<file path="src/rtl/pdm_decimator.sv">
// rtl/pdm_decimator.sv - PDM mic clock generator, boxcar decimator and 2-entry sample FIFO
module pdm_decimator #(
  parameter int CLK_DIV  = 25,
  parameter int DEC_LEN  = 32,
  parameter int SAMPLE_W = 6
) (
  input  logic                clk,
  input  logic                reset,
  input  logic                record_en,
  input  logic                mic_data,
  output logic                mic_clk,
  output logic                mic_lrsel,
  output logic [SAMPLE_W-1:0] sample_data,
  output logic                sample_valid,
  input  logic                sample_ready,
  output logic                overrun,
  output logic                overrun_flag
);

  localparam int DIV_W = (CLK_DIV > 1) ? $clog2(CLK_DIV) : 1;
  localparam int BIT_W = (DEC_LEN > 1) ? $clog2(DEC_LEN) : 1;
  localparam logic [DIV_W-1:0] DIV_LAST = DIV_W'(CLK_DIV - 1);
  localparam logic [BIT_W-1:0] BIT_LAST = BIT_W'(DEC_LEN - 1);

  logic [1:0]          sync_q, sync_d;
  logic                rec_q, rec_d;
  logic [DIV_W-1:0]    div_cnt_q, div_cnt_d;
  logic                mic_clk_q, mic_clk_d;
  logic [BIT_W-1:0]    bit_cnt_q, bit_cnt_d;
  logic [SAMPLE_W-1:0] acc_q, acc_d;
  logic [SAMPLE_W-1:0] head_q, head_d;
  logic [SAMPLE_W-1:0] tail_q, tail_d;
  logic [1:0]          cnt_q, cnt_d;
  logic                overrun_q, overrun_d;
  logic                overrun_flag_q, overrun_flag_d;

  logic                push;
  logic                pop;
  logic [SAMPLE_W-1:0] push_val;

  // Mic clock divider and window accumulator; everything idles at zero while not recording
  always_comb begin
    sync_d    = {sync_q[0], mic_data};
    rec_d     = record_en;
    div_cnt_d = '0;
    mic_clk_d = 1'b0;
    bit_cnt_d = '0;
    acc_d     = '0;
    push      = 1'b0;
    push_val  = acc_q + SAMPLE_W'(sync_q[1]);
    if (record_en) begin
      div_cnt_d = div_cnt_q + DIV_W'(1);
      mic_clk_d = mic_clk_q;
      bit_cnt_d = bit_cnt_q;
      acc_d     = acc_q;
      if (div_cnt_q == DIV_LAST) begin
        div_cnt_d = '0;
        mic_clk_d = ~mic_clk_q;
        // The falling mic_clk edge is the sampling point for the synchronized bit
        if (mic_clk_q) begin
          if (bit_cnt_q == BIT_LAST) begin
            push      = 1'b1;
            bit_cnt_d = '0;
            acc_d     = '0;
          end else begin
            bit_cnt_d = bit_cnt_q + BIT_W'(1);
            acc_d     = push_val;
          end
        end
      end
    end
  end

  // Output FIFO: pop is applied first so a push into a full buffer that is draining still fits
  always_comb begin
    head_d    = head_q;
    tail_d    = tail_q;
    cnt_d     = cnt_q;
    overrun_d = 1'b0;
    pop       = (cnt_q != 2'd0) && sample_ready;
    if (pop) begin
      head_d = tail_q;
      cnt_d  = cnt_q - 2'd1;
    end
    if (push) begin
      if (cnt_d == 2'd0) begin
        head_d = push_val;
        cnt_d  = 2'd1;
      end else if (cnt_d == 2'd1) begin
        tail_d = push_val;
        cnt_d  = 2'd2;
      end else begin
        overrun_d = 1'b1;
      end
    end
  end

  // Sticky overrun indicator, cleared when a new recording starts
  always_comb begin
    overrun_flag_d = overrun_flag_q;
    if (record_en && !rec_q) begin
      overrun_flag_d = 1'b0;
    end else if (overrun_d) begin
      overrun_flag_d = 1'b1;
    end
  end

  // State registers with asynchronous clear
  always_ff @(posedge clk or posedge reset) begin
    if (reset) begin
      sync_q         <= '0;
      rec_q          <= 1'b0;
      div_cnt_q      <= '0;
      mic_clk_q      <= 1'b0;
      bit_cnt_q      <= '0;
      acc_q          <= '0;
      head_q         <= '0;
      tail_q         <= '0;
      cnt_q          <= '0;
      overrun_q      <= 1'b0;
      overrun_flag_q <= 1'b0;
    end else begin
      sync_q         <= sync_d;
      rec_q          <= rec_d;
      div_cnt_q      <= div_cnt_d;
      mic_clk_q      <= mic_clk_d;
      bit_cnt_q      <= bit_cnt_d;
      acc_q          <= acc_d;
      head_q         <= head_d;
      tail_q         <= tail_d;
      cnt_q          <= cnt_d;
      overrun_q      <= overrun_d;
      overrun_flag_q <= overrun_flag_d;
    end
  end

  assign mic_clk      = mic_clk_q;
  assign mic_lrsel    = 1'b1;
  assign sample_data  = head_q;
  assign sample_valid = (cnt_q != 2'd0);
  assign overrun      = overrun_q;
  assign overrun_flag = overrun_flag_q;

endmodule

</file>
<file path="config.mk">
export PLATFORM = sky130hd
export DESIGN_NAME = pdm_decimator
export DESIGN_NICKNAME = d
export VERILOG_FILES = /design/src/rtl/pdm_decimator.sv
export SDC_FILE = /design/constraint.sdc
export NUM_CORES = 1
export LEC_CHECK = 0
export ABC_CLOCK_PERIOD_IN_PS = 3300
export BUFFER_PORTS_ARGS = -buffer_cell sky130_fd_sc_hd__buf_2
export CAP_MARGIN = 20
export CORE_UTILIZATION = 40
export CTS_BUF_LIST = sky130_fd_sc_hd__clkbuf_8
export DETAILED_ROUTE_END_ITERATION = 6
export PLACE_DENSITY = 0.62
export REMOVE_ABC_BUFFERS = 1
export SYNTH_ARGS = -nofsm -noshare
export SYNTH_HDL_FRONTEND = slang
export SYNTH_SLANG_ARGS = --single-unit
</file>
<file path="constraint.sdc">
create_clock -name clk -period 3.3 [get_ports clk]
set_input_delay 0.165 -clock clk [delete_from_list [all_inputs] [get_ports clk]]
set_output_delay 0.165 -clock clk [all_outputs]
set_load 0.02 [all_outputs]
</file>
==> metrics.md <==
| Metric | Value |
|---|---|
| Status | `complete, no violations` |
| VDD IR max | `194 µV` |
| Skew final | `0.00637 ns` |
| Initial Utilization | `0.416` |
| Nets@finish | `198` |
| Diode count | `0` |
| Synth Instances | `169` |
| Boundary Pins | `16` |
| Req. time, crit path | `3.48 ns` |
| CTS Buffer Depth | `2` |
| Worst Tran Pin Value | `0.549 ns` |
| Yosys top cell area share | `0.501` |
| Die Area | `4770 µm²` |
| Core box area | `4320 µm²` |
| Vias after detailed routing | `1243` |
| Fin Setup TNS | `0 ns` |
| Die height | `69.1 µm` |
| Commonest cells post-synth | `dfrtp_1, inv_1, nand2_1, o21ai_0` |
| Max-Cap Viols | `0` |
| Clock Latency Late Sink | `0.29 ns` |
| Worst Setup End Kind | `flip-flop` |
| First-pass GRT wire length | `6.00 mm` |
| Post-synth EDFFs | `0` |
| Final Util | `0.469` |
| Post-Syn Area | `1800 µm²` |
| YS warnings | `0` |
| Seq pwr share | `0.492` |
| Top cells by area, synth | `dfrtp_1, ha_1, mux2i_1` |
| DP Wirelength | `2.27 mm` |
| Sequential fraction of the synthesis area | `0.501` |
| Element type at the critical path start | `flip-flop` |
| Tcrit/Tclk final | `0.731` |
| Post-route DRC violation count | `0` |
| Primary FF master, synth | `dfrtp_1` |
| Switching power | `273 µW` |
| Setup-failing EPs final | `0` |
| Via density | `5.22` |
| Yosys top cell by area | `dfrtp_1` |
| RSZ-0062 raised after global routing | `false` |
| CTS buffer count | `5` |
| Buffers on Ports | `14` |
| Worst Slack Setup Final | `0.889 ns` |
| CP Class | `flip-flop to flip-flop` |
| Global route overflow | `0` |
| Post-Layout Inst Area | `2030 µm²` |
| All-Layer GR Usage | `0.158` |
| Clock Power Share | `0.322` |
| Placed Area | `1890 µm²` |
| CTS root buf | `clkbuf_8` |
| Drt wl/cell | `13.9 µm` |
| CTS tree | `yes` |
| Asr flop ratio synth | `1.00` |
| GP Congestion | `0.758` |
| Layout cells sized above 1 | `0.188` |
| Vias in the first global route | `1324` |
| Cell Pwr Density | `472 nW/µm²` |
| HP Class | `input pin to flip-flop` |
| Cts repair resizes | `0` |
| Combinational Power Share | `0.186` |
| Detailed Route Iter0 Violations | `77` |
| Dpl ws | `0.885 ns` |
| Tmin final | `2.41 ns` |
| Post-Route WL | `3.31 mm` |
| CTS sink count | `36` |
| Leakage | `1.00 nW` |
| Fin cells | `238` |
| Critical Path AT | `2.59 ns` |
| Antenna viol nets, final | `0` |
| Site Rows | `24` |
| H-tree lvl count | `2` |
| Sw Ratio | `0.286` |
| Avg Cell Area, Syn | `10.6 µm²` |
| Hold Fails Final Rpt | `0` |
| CP Max Fanout | `10` |
| Max-slew violation count | `0` |
| Largest net degree at the start of global routing | `30` |
| Most instantiated library cell after synthesis | `dfrtp_1` |
| Slew HR | `0.634` |
| Synth unique cells | `42` |
| Fmax achieved | `0.415 GHz` |
| Placed insts | `227` |
| Fill count | `409` |
| Initial antenna violation count | `0` |
| Pint | `683 µW` |
| Die Wd | `69.1 µm` |
| #FFs+latches synth | `36` |
| 1st-pass router iterations | `4` |
| Layout area overhead | `12.7%` |
| CTS clk-pin slew, worst paths | `0.08 ns` |
logic make-up after synthesis:
family                   Yosys count  share of synthesized area
AND/OR/NAND/NOR                   51                      0.163
flip-flops                        36                      0.501
AO/OA/AOI/OAI                     32                      0.118
buffers and inverters             22                     0.0542
multiplexers                      13                     0.0765
adder cells (fa/ha/maj)            8                     0.0556
XOR/XNOR                           6                     0.0292
other                              1                    0.00208
flip-flops by register name, summed over array words and instances (netlist names):
register      count
acc_q             6
bit_cnt_q         5
cnt_q             2
div_cnt_q         5
mic_clk           1
overrun           1
overrun_flag      1
rec_q             1
sample_data       6
sync_q            2
tail_q            6
power by group through the flow:
stage / sequential (mW) / combinational [mW] / clock, mW
detailed placement: 0.479 / 0.172 / 0
finish: 0.470 / 0.178 / 0.308
CTS: 0.470 / 0.176 / 0.319
floorplan: 0.476 / 0.136 / 0
global placement: 0.478 / 0.167 / 0
global route: 0.472 / 0.207 / 0.346
cell type report:
class                      instances  area (µm²)  share of cell area
clock buffer                       5        68.8              0.0339
clock inverter                     3        18.8             0.00925
inverter                          13        48.8              0.0241
multi-input combinational        111         801               0.395
sequential                        36         901               0.444
tap                               52        65.1              0.0321
timing repair buffer              18         125              0.0617
repair_timing:
item,CTS,global route
hold endpoints to repair,1,11
buffers inserted,0,0
hold buffers,1,1
through the flow:
| step | power [mW] | hold slack, ns |
|---|---|---|
| global placement | 0.645 | 0.273 |
| floorplan | 0.612 | 0.196 |
| global route | 1.02 | 0.220 |
| finish | 0.957 | 0.215 |
| CTS | 0.966 | 0.190 |
| detailed placement | 0.652 | 0.275 |
cells in the final DEF, fill, tap and decap left out, types with 2 or more instances in the layout:
cell,synthesis,final
dfrtp_1,36,36
buf_2,3,14
nand2_1,13,13
inv_1,13,13
o21ai_0,11,11
nand3_1,8,8
ha_1,8,8
mux2i_1,7,7
mux2_2,6,6
nor2_1,5,5
clkbuf_8,0,5
and2_1,4,4
a21boi_0,4,4
a21oi_1,4,4
nand3b_1,3,3
xor2_1,3,3
a31o_2,3,3
xnor2_1,3,3
and3b_1,2,2
a32o_1,2,2
nand2b_1,2,2
o31ai_1,2,2
and3_1,2,2
nor2b_1,2,2
nor3b_1,2,2
clkinv_2,0,2
dlygate4sd3_1,0,2
critical path, stage by stage, from the launching register on:
cell and delay [ns]:
dfrtp_1 0.37, inv_1 0.08, ha_1 0.22, nand2b_1 0.35, xnor2_1 0.25, ha_1 0.25
nor3b_1 0.24, nand3_2 0.22, mux2_2 0.33
per-layer routing:
layer | vias to the layer above | GRT usage | wire (µm)
li1 | 616 | - | -
met1 | 607 | 0.195 | 1620
met2 | 18 | 0.255 | 1560
met3 | 2 | 0.0497 | 96
met4 | 0 | 0.0680 | 33
met5 | - | 0 | 0
path summary, 6_finish.rpt:
check	startpoint	to	slack, ns	cells after the start
setup / recovery	cnt_q[0]	tail_q[1]	0.89	8
hold / removal	record_en	rec_q	0.21	1
setup reg to reg	cnt_q[0]	tail_q[1]	0.89	8
hold reg to reg	sync_q[0]	sync_q[1]	0.35	0
max in group asynchronous	reset	bit_cnt_q[2]	2.18	5
min in group asynchronous	reset	div_cnt_q[4]	0.45	3
No activity file was read; power rests on OpenSTA's default activity.
